--- src/rtl/cam_ctrl_pkg.sv ---
// Shared types and constants for the camera capture sequencer.
package cam_ctrl_pkg;

  typedef enum logic [2:0] {
    ST_IDLE    = 3'd0,
    ST_ARM     = 3'd1,
    ST_CAPTURE = 3'd2,
    ST_ANALYZE = 3'd3,
    ST_DONE    = 3'd4,
    ST_FAULT   = 3'd5
  } state_t;

  localparam logic [1:0] ERR_NONE   = 2'd0;
  localparam logic [1:0] ERR_CAM    = 2'd1;
  localparam logic [1:0] ERR_CAP_TO = 2'd2;
  localparam logic [1:0] ERR_AN_TO  = 2'd3;

  localparam int TO_W = 24;

endpackage

--- src/rtl/capture_sequencer_if.sv ---
// Control/status bundle between software, camera reader, analyzer and the capture sequencer.
interface capture_sequencer_if #(parameter int CNT_W = 16) ();

  logic             start;
  logic             abort;
  logic             cont;
  logic             cam_done;
  logic             cam_error;
  logic             cam_init;
  logic             an_done;
  logic [2:0]       an_res;
  logic             an_init;
  logic             busy;
  logic             done;
  logic [2:0]       res;
  logic [1:0]       err_code;
  logic [CNT_W-1:0] frame_cnt;

  modport slave (
    input  start, abort, cont, cam_done, cam_error, an_done, an_res,
    output cam_init, an_init, busy, done, res, err_code, frame_cnt
  );

  modport master (
    output start, abort, cont, cam_done, cam_error, an_done, an_res,
    input  cam_init, an_init, busy, done, res, err_code, frame_cnt
  );

endinterface

--- src/rtl/sync_2ff.sv ---
// Two-flop synchronizer for a single level signal crossing into the clk domain.
module sync_2ff (
  input  logic clk,
  input  logic rst,
  input  logic d,
  output logic q
);

  logic meta_p0;

  always_ff @(posedge clk) begin
    if (rst) begin
      meta_p0 <= 1'b0;
      q       <= 1'b0;
    end else begin
      meta_p0 <= d;
      q       <= meta_p0;
    end
  end

endmodule

--- src/rtl/capture_sequencer.sv ---
// Sequences camera capture then analysis with per-phase watchdog, bounded capture retry,
// abort and continuous re-arm; outputs are registered alongside the state.
module capture_sequencer
  import cam_ctrl_pkg::*;
#(
  parameter int TIMEOUT_CYC = 2_500_000,
  parameter int MAX_RETRY   = 2,
  parameter int CNT_W       = 16
) (
  input logic                clk,
  input logic                rst,
  capture_sequencer_if.slave bus
);

  localparam logic [TO_W-1:0] WD_LOAD   = TO_W'(TIMEOUT_CYC - 1);
  localparam logic [2:0]      RETRY_MAX = 3'(MAX_RETRY);

  state_t           state;
  logic [TO_W-1:0]  wdog;
  logic [2:0]       retry_cnt;
  logic             cam_init;
  logic             an_init;
  logic             busy;
  logic             done;
  logic [2:0]       res;
  logic [1:0]       err_code;
  logic [CNT_W-1:0] frame_cnt;
  logic             cam_done_s;
  logic             cam_error_s;
  logic             wd_exp;

  sync_2ff u_sync_done (.clk(clk), .rst(rst), .d(bus.cam_done),  .q(cam_done_s));
  sync_2ff u_sync_err  (.clk(clk), .rst(rst), .d(bus.cam_error), .q(cam_error_s));

  // Watchdog is loaded with TIMEOUT_CYC-1 on entry, so a state lasts exactly TIMEOUT_CYC cycles.
  assign wd_exp = (wdog == '0);

  task automatic goto(input state_t s);
    state    <= s;
    wdog     <= WD_LOAD;
    cam_init <= (s == ST_CAPTURE);
    an_init  <= (s == ST_ANALYZE);
    busy     <= (s == ST_ARM) || (s == ST_CAPTURE) || (s == ST_ANALYZE);
  endtask

  task automatic retry_or_fault(input logic [1:0] code);
    err_code <= code;
    if (retry_cnt < RETRY_MAX) begin
      retry_cnt <= retry_cnt + 3'd1;
      goto(ST_ARM);
    end else begin
      goto(ST_FAULT);
    end
  endtask

  always_ff @(posedge clk) begin
    if (rst) begin
      state     <= ST_IDLE;
      wdog      <= '0;
      retry_cnt <= '0;
      cam_init  <= 1'b0;
      an_init   <= 1'b0;
      busy      <= 1'b0;
      done      <= 1'b0;
      res       <= '0;
      err_code  <= ERR_NONE;
      frame_cnt <= '0;
    end else begin
      done <= 1'b0;
      if (!wd_exp) wdog <= wdog - TO_W'(1);
      if (bus.abort) begin
        goto(ST_IDLE);
      end else begin
        unique case (state)
          ST_IDLE: if (bus.start) begin
            err_code  <= ERR_NONE;
            retry_cnt <= '0;
            goto(ST_ARM);
          end
          // Previous frame status must be gone before cam_init is raised again.
          ST_ARM: begin
            if (!cam_done_s && !cam_error_s) goto(ST_CAPTURE);
            else if (wd_exp)                 retry_or_fault(ERR_CAP_TO);
          end
          ST_CAPTURE: begin
            if (cam_error_s)     retry_or_fault(ERR_CAM);
            else if (cam_done_s) goto(ST_ANALYZE);
            else if (wd_exp)     retry_or_fault(ERR_CAP_TO);
          end
          ST_ANALYZE: begin
            if (bus.an_done) begin
              res       <= bus.an_res;
              done      <= 1'b1;
              frame_cnt <= frame_cnt + CNT_W'(1);
              goto(ST_DONE);
            end else if (wd_exp) begin
              err_code <= ERR_AN_TO;
              goto(ST_FAULT);
            end
          end
          ST_DONE: if (bus.cont || bus.start) begin
            err_code  <= ERR_NONE;
            retry_cnt <= '0;
            goto(ST_ARM);
          end
          ST_FAULT: if (bus.start) begin
            err_code  <= ERR_NONE;
            retry_cnt <= '0;
            goto(ST_ARM);
          end
          default: goto(ST_IDLE);
        endcase
      end
    end
  end

  assign bus.cam_init  = cam_init;
  assign bus.an_init   = an_init;
  assign bus.busy      = busy;
  assign bus.done      = done;
  assign bus.res       = res;
  assign bus.err_code  = err_code;
  assign bus.frame_cnt = frame_cnt;

endmodule

--- src/flat_wrapper.sv ---
// flat-port wrapper written by rule: the top's interface ports become plain ports
module capture_sequencer_flat import cam_ctrl_pkg::*;
#(
  parameter int TIMEOUT_CYC = 2_500_000,
  parameter int MAX_RETRY   = 2,
  parameter int CNT_W       = 16
)
  (clk, rst, bus_start, bus_abort, bus_cont, bus_cam_done, bus_cam_error, bus_an_done, bus_an_res, bus_cam_init, bus_an_init, bus_busy, bus_done, bus_res, bus_err_code, bus_frame_cnt);
  capture_sequencer_if #(.CNT_W(CNT_W)) bus_i ();
  input logic clk;
  input logic rst;
  input wire logic [$bits(bus_i.start)-1:0] bus_start;
  input wire logic [$bits(bus_i.abort)-1:0] bus_abort;
  input wire logic [$bits(bus_i.cont)-1:0] bus_cont;
  input wire logic [$bits(bus_i.cam_done)-1:0] bus_cam_done;
  input wire logic [$bits(bus_i.cam_error)-1:0] bus_cam_error;
  input wire logic [$bits(bus_i.an_done)-1:0] bus_an_done;
  input wire logic [$bits(bus_i.an_res)-1:0] bus_an_res;
  output wire logic [$bits(bus_i.cam_init)-1:0] bus_cam_init;
  output wire logic [$bits(bus_i.an_init)-1:0] bus_an_init;
  output wire logic [$bits(bus_i.busy)-1:0] bus_busy;
  output wire logic [$bits(bus_i.done)-1:0] bus_done;
  output wire logic [$bits(bus_i.res)-1:0] bus_res;
  output wire logic [$bits(bus_i.err_code)-1:0] bus_err_code;
  output wire logic [$bits(bus_i.frame_cnt)-1:0] bus_frame_cnt;
  assign bus_i.start = bus_start;
  assign bus_i.abort = bus_abort;
  assign bus_i.cont = bus_cont;
  assign bus_i.cam_done = bus_cam_done;
  assign bus_i.cam_error = bus_cam_error;
  assign bus_i.an_done = bus_an_done;
  assign bus_i.an_res = bus_an_res;
  assign bus_cam_init = bus_i.cam_init;
  assign bus_an_init = bus_i.an_init;
  assign bus_busy = bus_i.busy;
  assign bus_done = bus_i.done;
  assign bus_res = bus_i.res;
  assign bus_err_code = bus_i.err_code;
  assign bus_frame_cnt = bus_i.frame_cnt;
  capture_sequencer #(.TIMEOUT_CYC(TIMEOUT_CYC), .MAX_RETRY(MAX_RETRY), .CNT_W(CNT_W)) u_core (.clk(clk), .rst(rst), .bus(bus_i));
endmodule
--- config.mk ---
export PLATFORM = sky130hd
export DESIGN_NAME = capture_sequencer_flat
export DESIGN_NICKNAME = d
export VERILOG_FILES = /design/src/rtl/cam_ctrl_pkg.sv /design/src/rtl/capture_sequencer_if.sv /design/src/rtl/sync_2ff.sv /design/src/rtl/capture_sequencer.sv /design/src/flat_wrapper.sv
export SDC_FILE = /design/constraint.sdc
export NUM_CORES = 1
export LEC_CHECK = 0
export ABC_CLOCK_PERIOD_IN_PS = 2000
export BUFFER_PORTS_ARGS = -buffer_cell sky130_fd_sc_hd__buf_4
export CORE_ASPECT_RATIO = 0.75
export CORE_MARGIN = 1.5
export CORE_UTILIZATION = 53
export CTS_CLUSTER_DIAMETER = 80
export DETAILED_ROUTE_END_ITERATION = 7
export HOLD_SLACK_MARGIN = 0.03
export PLACE_DENSITY = 0.87
export SLEW_MARGIN = 20
export SYNTH_ARGS = -nofsm -noshare
export SYNTH_HDL_FRONTEND = slang
export SYNTH_SLANG_ARGS = --single-unit
export TNS_END_PERCENT = 100
--- constraint.sdc ---
create_clock -name clk -period 2 [get_ports clk]
set_input_delay 0.1 -clock clk [delete_from_list [all_inputs] [get_ports clk]]
set_output_delay 0.1 -clock clk [all_outputs]
set_load 0.005 [all_outputs]
==> run metrics, run 1 <==
leakage power=about 1.6 nW; Die Span X=92.06 µm; final WL=10,570 µm; clk_skew=about 0.008 ns; port bufs=35; Pins Over Slew Limit=0; final hold vios=0; Top Ports=36; total CTS buffers=9; Crit path arrival time=between 2 and 2.5 ns; EDFF count, synth=0; vias in the first global route=3,335; post-synthesis cell area=~3200 µm²; Diodes inserted=0; first-pass GRT wire length=approximately 16,000 µm; multi-input logic area=~2000 µm²; min-delay worst type=primary input to flop; busiest layer in global routing=met2; Routed Antenna Nets=0; crit path from=u_core.wdog[21]$_SDFF_PP0_; Synth Warn #=0; final instance area=approximately 4300 µm²; data required time at the worst endpoint=between 2 and 2.5 ns; critical path endpoint category=flop; initial antenna violation count=0; share of layout cells above drive strength 1=32.36%; Yosys top cell area share=37.46%; Global Route Usage Sum=a little under a third; storage element area=1186 µm²; GR Overflow Total=0; ys flop type=dfxtp_1; setup TNS=-0.6264 ns; top cells by area, synth=dfxtp_1, a21oi_1, nor2_1; most common cell in the netlist=dfxtp_1; drt wl/cell=18.97 µm; Layout area overhead=37.66%; max_cap viols=0; vias per cell=about 6.6; Die H=between 60 and 70 µm; CP Class=flop to flop; setup repair after global routing missed its margin=yes; Sink Count=slightly below 60; number of synthesized register bits=59; DIE AREA=6425 µm²; status=finished, violations left; M3 GR Usage=approximately 8.1%; f_max=0.4478 GHz; DRC viols=0; violated checks=setup timing; Max transition margin=about 64%; Final GP Congestion=around 0.96; CTS tree=built; measured slew at the worst slew-check pin=approximately 0.54 ns; final worst-path cycle share=111.7%; PD cells=between 600 and 700 nW/µm²; maximum vdd drop=~0.00035 V; top post-synthesis cells by count=dfxtp_1, nor2_1, a21oi_1; core area=between 5000 and 6000 µm²; ys async rst share=0%; clock root cell=clkbuf_8; largest net degree at the start of global routing=25; total power=0.003020 W; drt first pass iters=6; sequential-to-total area share from yosys stat=37.46%; Placed Area=roughly 3800 µm²; number of H-tree levels=3; count of cell types in the netlist=66; R2R Path Start=u_core.wdog[21]$_SDFF_PP0_; CP startpoint kind=flop; Final setup violation count=13; CTS Buffer Depth=2; vias=around 3,700; GR Layer Usage met1=between 30% and 40%; fill cell count=396; DR iter-0 viols=between 500 and 600; M2 GR Usage=49.05%; Syn Inst Count=between 300 and 400; Final min period=about 2.2 ns; Synth area leader=dfxtp_1; initial cell density of the core=a little over half; row count=24; clock slew at reported path FFs=roughly 0.07 ns; Worst-Skew Late Latency=0.36 ns; hold_sp=bus_abort; Post-DP HPWL=6271 µm; worst setup margin=-0.2330 ns; # nets final=slightly below 500; syn_nets=just under 400; crit-path max FO=3; Avg Cell Area, Syn=8.254 µm²
-- where the power goes --
group / internal (W) / switching (W) / leakage (nW)
clock network: 0.000762 / 0.000484 / 0.119
registers: 0.00121 / 0.0000380 / 0.481
logic: 0.000232 / 0.000290 / 1.04
-- per-layer routing --
metal / vias up / wire (µm)
met3: 88 / 1036
met5: - / 0
met4: 0 / 576
li1: 1599 / -
met2: 304 / 4881
met1: 1700 / 4074
-- stage by stage --
| stage | util (%) | cells | worst slack (ns) | hold slack (ns) |
|---|---|---|---|---|
| 2_1_floorplan | - | 382 | 0.001503 | 0.2282 |
| 3_3_place_gp | 66.56 | 526 | 0.004995 | 0.3157 |
| 3_5_place_dp | 66.56 | 526 | -0.1092 | 0.3238 |
| 4_1_cts | 72.83 | 553 | -0.007571 | 0.07137 |
| 5_1_grt | 75.28 | 557 | -0.3087 | 0.08510 |
| 6_report | 75.28 | 557 | -0.2330 | 0.08033 |
-- cells in the final DEF, fill, tap and decap left out, types with 5 or more instances in the layout --
cell	instances
nand2_1	25
nor2b_1	6
o21ai_1	5
clkbuf_8	11
o31ai_1	6
nand3_1	10
a211oi_1	7
buf_4	95
nand4_1	7
or3_1	7
o21ai_0	19
a21oi_1	29
dfxtp_1	55
o211ai_1	5
xor2_1	8
dlygate4sd3_1	5
xnor2_1	13
nor2_1	39
nor3_1	12
inv_1	10
-- final cells by class --
| cell class | instances | share of cell area, % |
|---|---|---|
| clock buffers | 11 | 3.488 |
| multi-input cells | 288 | 45.72 |
| clock inverters | 5 | 1.730 |
| repair buffers | 103 | 18.36 |
| inverters | 13 | 1.124 |
| flip-flops and latches | 59 | 27.33 |
| well taps | 78 | 2.248 |
-- sequential cells by signal, indices dropped and copies added, names as in the netlist --
signal	cells
u_core.bus.busy	1
u_core.u_sync_err.q	1
u_core.u_sync_done.q	1
u_core.u_sync_err.meta_p0	1
u_core.state	3
u_core.u_sync_done.meta_p0	1
u_core.bus.frame_cnt	16
u_core.bus.err_code	2
u_core.bus.res	3
u_core.wdog	24
u_core.bus.an_init	1
u_core.bus.done	1
u_core.retry_cnt	3
u_core.bus.cam_init	1
-- path summary, 6_finish.rpt --
check	to	slack (ns)	cells past startpoint
min reg2reg	u_core.u_sync_err.q$_SDFF_PP0_	0.44	1
max reg2reg	u_core.wdog[0]$_SDFF_PP0_	-0.23	9
max	u_core.wdog[0]$_SDFF_PP0_	-0.23	9
min	u_core.wdog[0]$_SDFF_PP0_	0.08	3
-- cell families after synthesis --
logic type | count (synthesis) | share of synthesized area (%)
DFF | 59 | 37.46
and+or+nand+nor | 149 | 25.68
AOI/OAI and AO/OA | 112 | 24.37
xor gates and xnor gates | 22 | 6.111
adders and majority gates | 4 | 1.587
buffers and inverters | 36 | 4.801
-- repair_timing --
item                                    4_1_cts  5_1_grt
endpoints found under the hold margin         5        0
pin swaps                                     5       15
resized for setup                             9       25
setup buffers                                 6        3
hold buffers                                  5        0
endpoints found under the setup margin       11       31
cloned                                        0        1
-- critical path, cell delays in order, from the launching register on --
cell	delay (ns)
dfxtp_1	0.34
nor4_2	0.44
nand3_1	0.20
nor2_2	0.19
inv_2	0.07
ha_4	0.24
o21ai_1	0.25
a21oi_1	0.14
nor3_1	0.16
a21oi_1	0.08
(Power assumes the default switching activity.)
==> inputs of run 2 (changes only) <==
--- a/config.mk
+++ b/config.mk
@@ -8,7 +8,7 @@
 export ABC_CLOCK_PERIOD_IN_PS = 2000
 export BUFFER_PORTS_ARGS = -buffer_cell sky130_fd_sc_hd__buf_4
 export CORE_ASPECT_RATIO = 0.75
-export CORE_MARGIN = 1.5
+export CORE_MARGIN = 1
 export CORE_UTILIZATION = 53
 export CTS_CLUSTER_DIAMETER = 80
 export DETAILED_ROUTE_END_ITERATION = 7
==> run metrics, run 2 (synthesis gave the netlist of run 1 again) <==
worst r2r dst=u_core.wdog[18]$_SDFF_PP0_; placed insts=523 (-0.57%); leakage power=1.630 nW (-0.81%); port bufs=35 (unchanged); clock root cell=clkbuf_8; end of the worst hold path=u_core.wdog[18]$_SDFF_PP0_; setup repair after global routing missed its margin=yes; CP Class=flop to flop; PD cells=673.7 nW/µm² (-3.2%); first-pass GRT wire length=14,970 µm (-4.7%); Cell Count, Final, Fillers Out=555 (-0.36%); Global Route Usage Sum=30.84% (-0.18 points); final WL=10,240 µm (-3.1%); DRC viols=0 (unchanged); CTS Buffer Depth=2 (unchanged); clk_skew=0.007472 ns (-0.0004936 ns); CTS tree=built; crit-path max cell delay=0.40 ns (-0.04 ns); GR Overflow Total=0 (unchanged); most common cell after layout, fill and taps aside=buf_4; Layout Utilization=77.69% (+2.4 points); WP buf/inv=3 (+2); final worst-path cycle share=106.6% (-5.0 points); met3 WL=1201 µm (+16%); number of H-tree levels=3 (unchanged); drt wl/cell=18.46 µm (-2.7%); data required time at the worst endpoint=2.22 ns (-0.02 ns); # nets final=490 (+0.20%); maximum vdd drop=0.0004871 V (+40%); drt first pass iters=6 (unchanged); Worst-Skew Late Latency=0.35 ns (about the same); violated checks=setup timing; Routed Antenna Nets=0 (unchanged); Final setup violation count=11 (-2); max_cap viols=0 (unchanged); measured slew at the worst slew-check pin=0.5527 ns (+0.01448 ns); Crit path arrival time=2.35 ns (-0.12 ns); cell mode on critical path=buf_4; vias=3,593 (-2.7%); hold depth=2 (-1); Pins Over Slew Limit=0 (unchanged); r2r setup slk=-0.13 ns (+0.10 ns); Final min period=2.133 ns (-0.1004 ns); Largest Register=u_core.wdog; max reg flops=24 (unchanged); met2 WL=4624 µm (-5.3%); Placed Area=3846 µm² (+0.23%); vias per cell=6.474 (-2.3%); core area=5525 µm² (-4.2%); R2R Path Start=u_core.wdog[0]$_SDFF_PP0_; clock slew at reported path FFs=0.07 ns (about the same); fill cell count=354 (-11%); FF-to-FF path depth=9 (unchanged); f_max=0.4689 GHz (+4.7%); Post-DP HPWL=6368 µm (+1.5%); WHS=0.07297 ns (-0.007362 ns); DR iter-0 viols=577 (+11%); worst setup margin=-0.1327 ns (+0.1004 ns); crit-path max FO=5 (+2); critical path's slowest cell=or3b_1; Layout area overhead=36.15%; largest net degree at the start of global routing=28 (+12%); DIE AREA=6264 µm² (-2.5%); initial antenna violation count=0 (unchanged); share of layout cells above drive strength 1=31.67% (-0.69 points); Sink Count=59 (unchanged); cells along the critical path=inv_2, ha_2, nor2b_4, nand4_1, buf_4, buf_4, or3b_1, xor2_1, a21oi_2; min-delay worst type=primary input to flop; Top Ports=36 (unchanged); final hold vios=0 (unchanged); highest metal used=met4; total CTS buffers=9 (unchanged); Top Family by Delay on Critical Path=simple AND/OR/NAND/NOR gates; Die H=68.80 µm (-1.4%); Setup WS pre-CTS=-0.1435 ns (-0.03425 ns); Die Span X=91.06 µm (-1.1%); initial cell density of the core=57.07% (+2.4 points); vias in the first global route=3,150 (-5.5%); Max transition margin=63.02% (-0.77 points); Diodes inserted=0 (unchanged); most frequent cells in the layout=buf_4, dfxtp_1, nor2_1, a21oi_1, nand2_1; Final GP Congestion=0.9300 (-3.1%); final instance area=4293 µm² (-1.1%); Metal-1 WL=4014 µm (-1.5%); hold_sp=rst; row count=23 (-4.2%); biggest regs=u_core.wdog (24), u_core.bus.frame_cnt (16); critical path endpoint category=flop; status=finished, violations left; CP startpoint kind=flop
==> run 2: cell count changes in the layout (fill, tap and decap cells not counted), moves of 2 or more <==
cell | before | now
buf_4 | 95 | 98
buf_6 | 3 | 0
nor3_1 | 12 | 10
clkinvlp_4 | 0 | 2
nor3_2 | 0 | 2
==> run 2: per-layer routing <==
metal  track usage (%)  vias up
li1                  -     1608
met1             38.80     1641
met2             52.84      281
met3             7.566       63
met4             10.71        0
met5                 0        -
==> run 2: report_power, final <==
group / switching (W) / internal (W) / leakage, nW / total [W]
Combinational: 0.000275 / 0.000233 / 1.05 / 0.000508
Sequential: 0.0000444 / 0.00121 / 0.482 / 0.00126
Clock: 0.000518 / 0.000608 / 0.0987 / 0.00113
==> run 2: stage by stage <==
stage	setup TNS, ns	total power, W
6_report	-0.6053	0.002892
2_1_floorplan	0	0.001519
3_5_place_dp	-0.9377	0.001690
4_1_cts	0	0.002815
5_1_grt	-1.215	0.002980
3_3_place_gp	0	0.001676
==> run 2: area by class of cell <==
type / count / area [µm²] / share of cell area, %
flip-flops and latches: 59 / 1187 / 27.66
well taps: 75 / 93.84 / 2.186
inverters: 13 / 48.80 / 1.137
multi-input cells: 288 / 1956 / 45.56
clock buffers: 10 / 137.6 / 3.206
clock inverters: 6 / 63.81 / 1.486
repair buffers: 104 / 805.8 / 18.77
==> run 2: worst max-delay path by stage <==
stage | to | cells after the start | slack (ns) | start
floorplan | u_core.wdog[0]$_SDFF_PP0_ | 8 | 0.002 | u_core.wdog[14]$_SDFF_PP0_
global placement | u_core.wdog[0]$_SDFF_PP0_ | 8 | 0.005 | u_core.wdog[8]$_SDFF_PP0_
detailed placement | u_core.wdog[0]$_SDFF_PP0_ | 8 | -0.14 | u_core.wdog[21]$_SDFF_PP0_
CTS | u_core.wdog[0]$_SDFF_PP0_ | 10 | 0.002 | u_core.wdog[0]$_SDFF_PP0_
global route | u_core.wdog[0]$_SDFF_PP0_ | 9 | -0.17 | u_core.wdog[19]$_SDFF_PP0_
finish | u_core.wdog[18]$_SDFF_PP0_ | 9 | -0.13 | u_core.wdog[0]$_SDFF_PP0_
==> run 2: repair_timing <==
item	CTS	global route
cloned	0	1
resized for setup	6	20
setup endpoints to repair	11	40
pin swaps	4	11
hold buffers	5	0
endpoints found under the hold margin	5	0
setup buffers	4	6
